<file path="src/rtl/cla_multiword_add_ctrl.sv">
// Multi-word add/subtract sequencer for a shared 16-bit CLA adder.
// Operands are processed one 16-bit word at a time, least significant word
// first. The carry is chained between words through c_r. Each word is held
// on the adder inputs for SETTLE cycles before sum and carry are captured.
module cla_multiword_add_ctrl #(
    parameter int WORDS  = 4,
    parameter int SETTLE = 2
) (
    input  logic                clk,
    input  logic                rst_n,
    input  logic                in_valid,
    output logic                in_ready,
    input  logic [16*WORDS-1:0] a,
    input  logic [16*WORDS-1:0] b,
    input  logic                carry_in,
    input  logic                sub,
    output logic [15:0]         add_a,
    output logic [15:0]         add_b,
    output logic                add_cin,
    input  logic [15:0]         add_sum,
    input  logic                add_cout,
    output logic                out_valid,
    input  logic                out_ready,
    output logic [16*WORDS-1:0] sum,
    output logic                carry_out,
    output logic                ovf,
    output logic                busy
);

    localparam int W  = 16 * WORDS;
    localparam int IW = (WORDS > 1) ? $clog2(WORDS) : 1;
    localparam int CW = (SETTLE > 1) ? $clog2(SETTLE) : 1;

    localparam logic [1:0] S_IDLE   = 2'd0;
    localparam logic [1:0] S_SETTLE = 2'd1;
    localparam logic [1:0] S_DONE   = 2'd2;

    logic [1:0]    state;
    logic [W-1:0]  a_r;
    logic [W-1:0]  b_r;
    logic          c_r;
    logic [IW-1:0] idx;
    logic [IW-1:0] nidx;
    logic [CW-1:0] cnt;
    logic          last_word;
    logic          last_cycle;

    // Request is accepted only when idle and out of reset.
    assign in_ready   = rst_n && (state == S_IDLE);

    // Helper indices for word sequencing and the settle counter.
    assign nidx       = idx + IW'(1);
    assign last_word  = (idx == IW'(WORDS - 1));
    assign last_cycle = (cnt == CW'(SETTLE - 1));

    // Main sequencer: accept, step words through the adder, hold the result.
    always_ff @(posedge clk) begin
        if (!rst_n) begin
            state     <= S_IDLE;
            a_r       <= '0;
            b_r       <= '0;
            c_r       <= 1'b0;
            idx       <= '0;
            cnt       <= '0;
            add_a     <= '0;
            add_b     <= '0;
            add_cin   <= 1'b0;
            sum       <= '0;
            carry_out <= 1'b0;
            ovf       <= 1'b0;
            out_valid <= 1'b0;
            busy      <= 1'b0;
        end else begin
            case (state)
                S_IDLE: begin
                    add_a   <= '0;
                    add_b   <= '0;
                    add_cin <= 1'b0;
                    if (in_valid) begin
                        a_r   <= a;
                        b_r   <= sub ? ~b : b;
                        c_r   <= sub ? 1'b1 : carry_in;
                        idx   <= '0;
                        cnt   <= '0;
                        busy  <= 1'b1;
                        state <= S_SETTLE;
                        // Word 0 goes onto the adder on the accept edge so every
                        // word sees exactly SETTLE cycles of stable inputs.
                        add_a   <= a[15:0];
                        add_b   <= sub ? ~b[15:0] : b[15:0];
                        add_cin <= sub ? 1'b1 : carry_in;
                    end
                end

                S_SETTLE: begin
                    if (last_cycle) begin
                        sum[{idx, 4'h0} +: 16] <= add_sum;
                        c_r <= add_cout;
                        cnt <= '0;
                        if (last_word) begin
                            state   <= S_DONE;
                            add_a   <= '0;
                            add_b   <= '0;
                            add_cin <= 1'b0;
                        end else begin
                            idx     <= nidx;
                            add_a   <= a_r[{nidx, 4'h0} +: 16];
                            add_b   <= b_r[{nidx, 4'h0} +: 16];
                            add_cin <= add_cout;
                        end
                    end else begin
                        cnt <= cnt + CW'(1);
                    end
                end

                S_DONE: begin
                    add_a   <= '0;
                    add_b   <= '0;
                    add_cin <= 1'b0;
                    if (!out_valid) begin
                        out_valid <= 1'b1;
                        carry_out <= c_r;
                        ovf       <= (a_r[W-1] == b_r[W-1]) && (sum[W-1] != a_r[W-1]);
                    end else if (out_ready) begin
                        out_valid <= 1'b0;
                        busy      <= 1'b0;
                        state     <= S_IDLE;
                    end
                end

                default: begin
                    state <= S_IDLE;
                end
            endcase
        end
    end

endmodule

</file>
<file path="config.mk">
export PLATFORM = sky130hd
export DESIGN_NAME = cla_multiword_add_ctrl
export DESIGN_NICKNAME = d
export VERILOG_FILES = /design/src/rtl/cla_multiword_add_ctrl.sv
export SDC_FILE = /design/constraint.sdc
export NUM_CORES = 1
export LEC_CHECK = 0
export CAP_MARGIN = 5
export CORE_MARGIN = 4
export CORE_UTILIZATION = 53
export CTS_CLUSTER_DIAMETER = 40
export DETAILED_ROUTE_END_ITERATION = 16
export GPL_TIMING_DRIVEN = 0
export HOLD_SLACK_MARGIN = 0.08
export PLACE_DENSITY = 0.85
export SLEW_MARGIN = 20
export SYNTH_ARGS = -nofsm -noshare
export SYNTH_HDL_FRONTEND = slang
export SYNTH_SLANG_ARGS = --single-unit
</file>
<file path="constraint.sdc">
create_clock -name clk -period 5.9 [get_ports clk]
set_clock_uncertainty 0.15 [all_clocks]
set_input_delay 1.475 -clock clk [delete_from_list [all_inputs] [get_ports clk]]
set_output_delay 1.475 -clock clk [all_outputs]
set_load 0.005 [all_outputs]
</file>
==> impl_table.tex, run 1 <==
\begin{tabular}{lr}
\hline
Metric & Value \\
\hline
\multicolumn{2}{l}{\textbf{Outcome}} \\
Status & completed \\
\multicolumn{2}{l}{\textbf{Timing}} \\
Worst max-slew margin expressed relative to the limit & a little over half \\
Final Cycle Share & 87.8\% \\
Max Clk Rate & 193 MHz \\
Time the worst path needs with I/O delays and setup & 5180 ps \\
Total negative slack & 0 ps \\
Final setup vio count & 0 \\
Slew Viols, Final & 0 \\
Count of final hold-check violations & 0 \\
Transition at the pin with the smallest max-transition slack & approximately 700 ps \\
Setup repair after global routing missed its margin & false \\
\multicolumn{2}{l}{\textbf{Drt}} \\
Vias per cell & 5.96 \\
Total via count in the routed design & 9538 \\
ANT nets after route & 0 \\
Detailed route wirelength on metal3 & 3.19 mm \\
Number of iterations in the first detailed-routing pass & 5 \\
Violation count after the first detailed-routing iteration & 798 \\
Met2 wire length & 15.1 mm \\
Met1 WL & 13.3 mm \\
Routed wirelength normalized by instance count & 20.4 microns \\
Final WL & around 33 mm \\
Remaining routing DRC violations & 0 \\
Highest routing layer actually used & met5 \\
\multicolumn{2}{l}{\textbf{Floorplanning}} \\
CORE AREA & between 15000 and 20000 sq um \\
Row Count & 50 \\
Die outline width & 146 microns \\
DIE AREA & $\sim$21000 sq um \\
Starting utilization of the core area & roughly 54\% \\
Vertical die dimension & roughly 150 microns \\
Boundary Pins & 253 \\
\multicolumn{2}{l}{\textbf{Placement}} \\
Port-buffer cells & 251 \\
Routability congestion estimate from global placement & 0.891 \\
Placed cell area & 12800 sq um \\
Half-perimeter wire length after placement & between 20 and 25 mm \\
\multicolumn{2}{l}{\textbf{Clocking}} \\
Number of buffers inserted for hold repair after clock tree synthesis & 0 \\
CTS clock-pin slew for the worst setup and hold paths & 60 ps \\
Clock latency reported for the late side of the worst-skew pair & between 500 and 600 ps \\
Clock tree from TritonCTS & done \\
CTS buffer count & 31 \\
Maximum level of the CTS H-tree & 1 \\
Bufs on Longest Clock Path & 3 \\
Setup fix buffers added after clock tree synthesis & 0 \\
Cell at the root of the clock tree & clkbuf\_16 \\
Number of clock sinks seen by CTS & 235 \\
Count of cells resized by post-cts repair & 0 \\
\multicolumn{2}{l}{\textbf{Finish}} \\
\# nets final & 1503 \\
Proportion of layout cells with a drive suffix above 1 & between 10 and 15\% \\
Area growth syn-to-layout & 38.5\% \\
Cell area after layout & 13900 sq um \\
Number of antenna repair diodes & 0 \\
\multicolumn{2}{l}{\textbf{Synthesis}} \\
Synthesized area divided by synthesized cell count & 9.50 sq um \\
Total nets after synthesis & 1219 \\
Number of distinct library cells after synthesis & 41 \\
Synthesis warning total & 0 \\
Mapped Area & between 10000 and 15000 sq um \\
Flop and latch count out of synthesis & 235 \\
Portion of the post-synthesis area used by sequential elements & 46.9\% \\
Post-Synthesis Cells & 1057 \\
\multicolumn{2}{l}{\textbf{Global routing}} \\
Number of antenna violations at the first check in global routing & 2 \\
First-pass GRT wire length & 50.9 mm \\
Maximum number of pins on one net before global-route repair & 16 \\
Overall global routing resource usage & 29.4\% \\
Number of global-route vias before repair & approximately 9500 \\
Residual overflow from global routing & 0 \\
\multicolumn{2}{l}{\textbf{Worst setup path}} \\
FF-to-FF setup slack & between 3000 and 4000 ps \\
Reg-to-reg startpoint & idx[0] \\
Required time of the worst setup path & 4280 ps \\
Worst flop-to-flop path endpoint & add\_a[15] \\
Critical path arrival & around 3600 ps \\
Crit path capture type & output pin \\
Setup crit start kind & primary input \\
Critical path capture point & in\_ready \\
WS Path Type & primary input to output pin \\
Critical path startpoint & rst\_n \\
Path depth of the worst reg2reg path & 8 \\
Worst-path maximum fanout & 10 \\
\multicolumn{2}{l}{\textbf{Pwr}} \\
Leakage power of the design & 4.99 nW \\
Power Density & 404 nW/um\^{}2 \\
IR drop worst, VDD & around 0.25 mV \\
Total chip power & 5.62 mW \\
\multicolumn{2}{l}{\textbf{Run}} \\
Total of max-cap violations & 0 \\
\multicolumn{2}{l}{\textbf{Min path}} \\
Classification of the worst-slack hold path & flop to flop \\
\hline
\end{tabular}
-- cell usage in the layout (no fill, tap or decap), types with 3 or more instances in the layout --
cell,Yosys,routed
nand3_1,3,3
and2_1,5,5
clkdlybuf4s50_1,0,251
a32o_1,47,47
mux4_2,16,16
clkbuf_8,0,4
buf_4,13,13
clkinv_4,0,3
a22oi_1,24,24
a211oi_1,64,64
clkinvlp_4,0,6
a22oi_2,10,10
inv_1,6,6
nor2b_1,21,21
nor2_1,79,79
nor3_1,3,3
clkbuf_1,51,53
inv_6,0,5
xnor2_1,63,63
ha_1,11,11
clkbuf_16,0,31
a31oi_1,20,20
nand2b_1,5,5
nand2_1,149,149
nor2_2,10,10
buf_6,4,4
mux2_2,32,32
o21ai_0,37,37
mux2i_1,4,4
buf_1,6,6
a21oi_1,99,99
dfxtp_1,235,235
buf_2,23,23
-- flip-flops by register name, indices dropped and copies added, names as in the netlist, 2 cells and up --
register  cells
idx           2
a_r          64
state         2
add_b        16
b_r          64
sum          64
add_a        16
-- worst min-delay path by stage --
stage          startpoint      end  slack [ps]  cells past startpoint
2_1_floorplan      a_r[0]   a_r[0]         280                      2
3_3_place_gp      a_r[12]  a_r[12]         290                      2
3_5_place_dp       a_r[9]   a_r[9]         290                      2
4_1_cts            a_r[9]   a_r[9]         300                      2
5_1_grt           a_r[54]  a_r[54]         320                      2
6_report          a_r[11]  a_r[11]         300                      2
-- power breakdown --
part | leakage (nW) | switching, mW | internal (mW)
Combinational | 2.56 | 0.886 | 0.741
Sequential | 1.93 | 0.205 | 1.90
Clock | 0.504 | 0.769 | 1.12
Total | 4.99 | 1.86 | 3.76
-- metrics by stage --
step	utilization (%)	worst slack (ps)	std cells	hold slack (ps)
2_1_floorplan	-	2150	1057	283
3_3_place_gp	68.9	763	1542	289
3_5_place_dp	68.9	725	1542	294
4_1_cts	74.6	714	1600	301
5_1_grt	74.6	579	1600	316
6_report	74.6	718	1600	302
-- cell type report --
cell class,count,area [sq um]
buffer,97,472
inverter,6,22.5
fill,1301,4740
multi-input combinational,719,4840
clock inverter,21,224
tap,234,293
sequential,235,4700
timing repair buffer,251,2510
clock buffer,37,838
-- cell usage after synthesis, drive strengths merged --
| master | number | area [sq um] |
|---|---|---|
| a2111oi | 1 | 15.0 |
| ha | 11 | 138 |
| clkbuf | 51 | 191 |
| mux2i | 4 | 40.0 |
| o21ai | 37 | 185 |
| nor4b | 1 | 23.8 |
| and4b | 1 | 10.0 |
| o31ai | 2 | 15.0 |
| xnor2 | 63 | 552 |
| o21bai | 1 | 7.51 |
| buf | 46 | 280 |
| nor3 | 3 | 15.0 |
| nor4 | 1 | 21.3 |
| and3 | 1 | 6.26 |
| nor2b | 22 | 140 |
| a221oi | 1 | 8.76 |
| nand2b | 5 | 31.3 |
| a31oi | 20 | 125 |
| and2 | 5 | 31.3 |
| mux2 | 32 | 360 |
| a32o | 47 | 470 |
| xor2 | 1 | 8.76 |
| and2b | 2 | 15.0 |
| inv | 6 | 22.5 |
| a211oi | 64 | 480 |
| nand3 | 5 | 42.5 |
| mux4 | 16 | 360 |
| nor2 | 89 | 359 |
| a21oi | 99 | 495 |
| and3b | 2 | 17.5 |
| a22oi | 34 | 305 |
| dfxtp | 235 | 4700 |
| nand2 | 149 | 559 |
-- cells by family (layout without fill, tap and decap cells) --
kind of cell | after synthesis | in the layout | share of synthesized area [%]
AOI/OAI and AO/OA | 306 | 306 | 21.0
and+or+nand+nor | 286 | 286 | 12.7
DFF | 235 | 235 | 46.9
buffers and inverters | 103 | 412 | 4.92
xor gates and xnor gates | 64 | 64 | 5.58
muxes | 52 | 52 | 7.58
adders and majority gates | 11 | 11 | 1.37
-- critical path: stages --
cell and delay [ps]:
clkdlybuf4s50_1 620, clkbuf_1 420, clkbuf_1 340, and2_1 180, clkdlybuf4s50_1 520
-- layer usage --
metal  track usage, %  vias up
met2             48.6      530
met5                0        -
met4             10.1        4
met3             6.26      100
met1             38.4     4569
li1                 -     4335
Note: power is estimated with default switching activity, not from simulation.
==> run 2, diff against run 1 <==
--- a/config.mk
+++ b/config.mk
@@ -7,12 +7,13 @@
 export LEC_CHECK = 0
 export CAP_MARGIN = 5
 export CORE_MARGIN = 4
-export CORE_UTILIZATION = 53
+export CORE_UTILIZATION = 51
+export CTS_BUF_LIST = sky130_fd_sc_hd__clkbuf_8
 export CTS_CLUSTER_DIAMETER = 40
 export DETAILED_ROUTE_END_ITERATION = 16
 export GPL_TIMING_DRIVEN = 0
 export HOLD_SLACK_MARGIN = 0.08
-export PLACE_DENSITY = 0.85
+export PLACE_DENSITY = 0.83
 export SLEW_MARGIN = 20
 export SYNTH_ARGS = -nofsm -noshare
 export SYNTH_HDL_FRONTEND = slang
==> constraint.sdc (replaced) <==
create_clock -name clk -period 5.44 [get_ports clk]
set_clock_uncertainty 0.15 [all_clocks]
set_input_delay 1.36 -clock clk [delete_from_list [all_inputs] [get_ports clk]]
set_output_delay 1.36 -clock clk [all_outputs]
set_load 0.005 [all_outputs]
==> impl_table.tex, run 2 (synthesis results as in run 1) <==
\begin{tabular}{lr}
\hline
Metric & Value \\
\hline
\multicolumn{2}{l}{\textbf{Placement}} \\
Placed cells & 1573 (+2.0\%) \\
Port-buffer cells & 251 (unchanged) \\
Post-placement worst setup slack & 488 ps (-237 ps) \\
Routability congestion estimate from global placement & 0.877 (-1.5\%) \\
Half-perimeter wire length after placement & 23.6 mm (about the same) \\
Placed cell area & 12900 sq um (+0.30\%) \\
\multicolumn{2}{l}{\textbf{Drt}} \\
Routed wirelength normalized by instance count & 19.8 microns (-3.3\%) \\
Total via count in the routed design & 9429 (-1.1\%) \\
Violation count after the first detailed-routing iteration & 724 (-9.3\%) \\
Final WL & 32.5 mm (-0.63\%) \\
ANT nets after route & 0 (unchanged) \\
Vias per cell & 5.73 (-3.8\%) \\
Number of iterations in the first detailed-routing pass & 5 (unchanged) \\
Remaining routing DRC violations & 0 (unchanged) \\
\multicolumn{2}{l}{\textbf{Clocking}} \\
Count of cells resized by post-cts repair & 0 (unchanged) \\
Setup fix buffers added after clock tree synthesis & 0 (unchanged) \\
CTS buffer count & 39 (+26\%) \\
CTS clock-pin slew for the worst setup and hold paths & 60 ps (about the same) \\
Number of clock sinks seen by CTS & 235 (unchanged) \\
Cell at the root of the clock tree & clkbuf\_8 \\
Number of buffers inserted for hold repair after clock tree synthesis & 0 (unchanged) \\
Maximum level of the CTS H-tree & 2 (+1) \\
Clock latency reported for the late side of the worst-skew pair & 560 ps (about the same) \\
Clock tree from TritonCTS & done \\
Bufs on Longest Clock Path & 3 (unchanged) \\
\multicolumn{2}{l}{\textbf{Worst setup path}} \\
Worst-path maximum fanout & 10 (unchanged) \\
FF-to-FF setup slack & 2670 ps (-490 ps) \\
Critical path arrival & 3450 ps (-110 ps) \\
Setup crit start kind & primary input \\
Crit path capture type & output pin \\
Cells along the critical path & clkdlybuf4s50\_1 -> clkbuf\_1 -> clkbuf\_1 -> and2\_1 -> clkdlybuf4s50\_1 \\
WS Path Type & primary input to output pin \\
Slowest library cell on the worst path & clkdlybuf4s50\_1 \\
Required time of the worst setup path & 3930 ps (-350 ps) \\
Delay of the slowest cell on the worst path & 620 ps (about the same) \\
\multicolumn{2}{l}{\textbf{Finish}} \\
Leading cell types in the layout, fill and taps excluded & 251 x clkdlybuf4s50\_1, 235 x dfxtp\_1, 149 x nand2\_1 \\
Util after Layout & 70.8\% (-3.8 points) \\
Area of the multi-input gates & 4840 sq um (unchanged) \\
Number of antenna repair diodes & 0 (unchanged) \\
Top flop regs & a\_r: 64 flops, b\_r: 64 flops, sum: 64 flops \\
Cell area after layout & 13700 sq um (-1.2\%) \\
\# nets final & 1511 (+0.53\%) \\
Most common cell after layout, fill and taps aside & clkdlybuf4s50\_1 \\
Area growth syn-to-layout & 36.9\% \\
Proportion of layout cells with a drive suffix above 1 & 12.8\% (+0.31 points) \\
Filler instances & 1478 (+14\%) \\
Layout Cells excl Fill & 1645 (+2.8\%) \\
FF/Latch Area & 4700 sq um (unchanged) \\
\multicolumn{2}{l}{\textbf{Timing}} \\
Max Clk Rate & slightly above 200 MHz \\
Time the worst path needs with I/O delays and setup & between 4000 and 5000 ps \\
Count of final hold-check violations & 0 (unchanged) \\
Final Cycle Share & 91.1\% \\
Slew Viols, Final & 0 (unchanged) \\
Setup repair after global routing missed its margin & false \\
Worst slack on hold paths & 306 ps (+3.68 ps) \\
Transition at the pin with the smallest max-transition slack & 706 ps (-0.457 ps) \\
Worst max-slew margin expressed relative to the limit & 52.7\% (about the same) \\
Final setup vio count & 0 (unchanged) \\
Total negative slack & 0 ps (unchanged) \\
Post-route worst setup slack & 484 ps (-234 ps) \\
\multicolumn{2}{l}{\textbf{Pwr}} \\
IR drop worst, VDD & 0.253 mV (about the same) \\
Power Density & 416 nW/um\^{}2 (+2.9\%) \\
Total chip power & 5.71 mW (+1.6\%) \\
Leakage power of the design & 4.96 nW (-0.64\%) \\
\multicolumn{2}{l}{\textbf{Run}} \\
Total of max-cap violations & 0 (unchanged) \\
\multicolumn{2}{l}{\textbf{Global routing}} \\
Number of antenna violations at the first check in global routing & 0 (-2) \\
Residual overflow from global routing & 0 (unchanged) \\
Maximum number of pins on one net before global-route repair & 11 (-5) \\
Number of global-route vias before repair & 9283 (-2.5\%) \\
Overall global routing resource usage & 28.5\% (-0.86 points) \\
First-pass GRT wire length & 50.0 mm (-1.7\%) \\
\multicolumn{2}{l}{\textbf{Floorplanning}} \\
Starting utilization of the core area & 51.7\% (-2.1 points) \\
Row Count & 51 (+2.0\%) \\
Die outline width & 148 microns (+1.8\%) \\
Vertical die dimension & 148 microns (+1.8\%) \\
Boundary Pins & 253 (unchanged) \\
DIE AREA & 22000 sq um (+3.7\%) \\
CORE AREA & 19400 sq um (+4.1\%) \\
\multicolumn{2}{l}{\textbf{Min path}} \\
Classification of the worst-slack hold path & flop to flop \\
\multicolumn{2}{l}{\textbf{Outcome}} \\
Status & completed \\
\hline
\end{tabular}
run 2: changes by cell type in the layout (fill, tap and decap cells not counted), sizes merged:
cell,previous run,this run
clkbuf,88,102
clkinvlp,6,3
inv,13,16
run 2: final cells by class:
type                    instances  area share, %
flip-flops and latches        235           34.2
multi-input cells             719           35.2
inverters                       6          0.164
repair buffers                251           18.3
clock buffers                  51           5.11
well taps                     265           2.41
clock inverters                21           1.12
plain buffers                  97           3.43
run 2: worst paths after layout:
| path | from | endpoint | depth (start not counted) |
|---|---|---|---|
| worst min-delay path | a_r[40] | a_r[40] | 2 |
| worst min register to register | a_r[40] | a_r[40] | 2 |
| worst max-delay path | rst_n | in_ready | 5 |
| worst max register to register | idx[0] | add_a[15] | 8 |
run 2: power breakdown:
part	internal (mW)	leakage (nW)	switching (mW)
logic	0.803	2.56	0.964
registers	2.06	1.93	0.213
clock network	0.942	0.472	0.736
total	3.80	4.96	1.91
run 2: critical path: cells and delay by family:
kind                   cells  cell delay, ps
buffers and inverters      4            1910
AND/OR/NAND/NOR            1             180
run 2: layer usage:
layer | GRT usage [%] | part of all wire [%]
met5 | 0 | 0
met2 | 47.3 | 47
met1 | 37.3 | 41
met3 | 5.39 | 9.2
met4 | 10.2 | 2.8
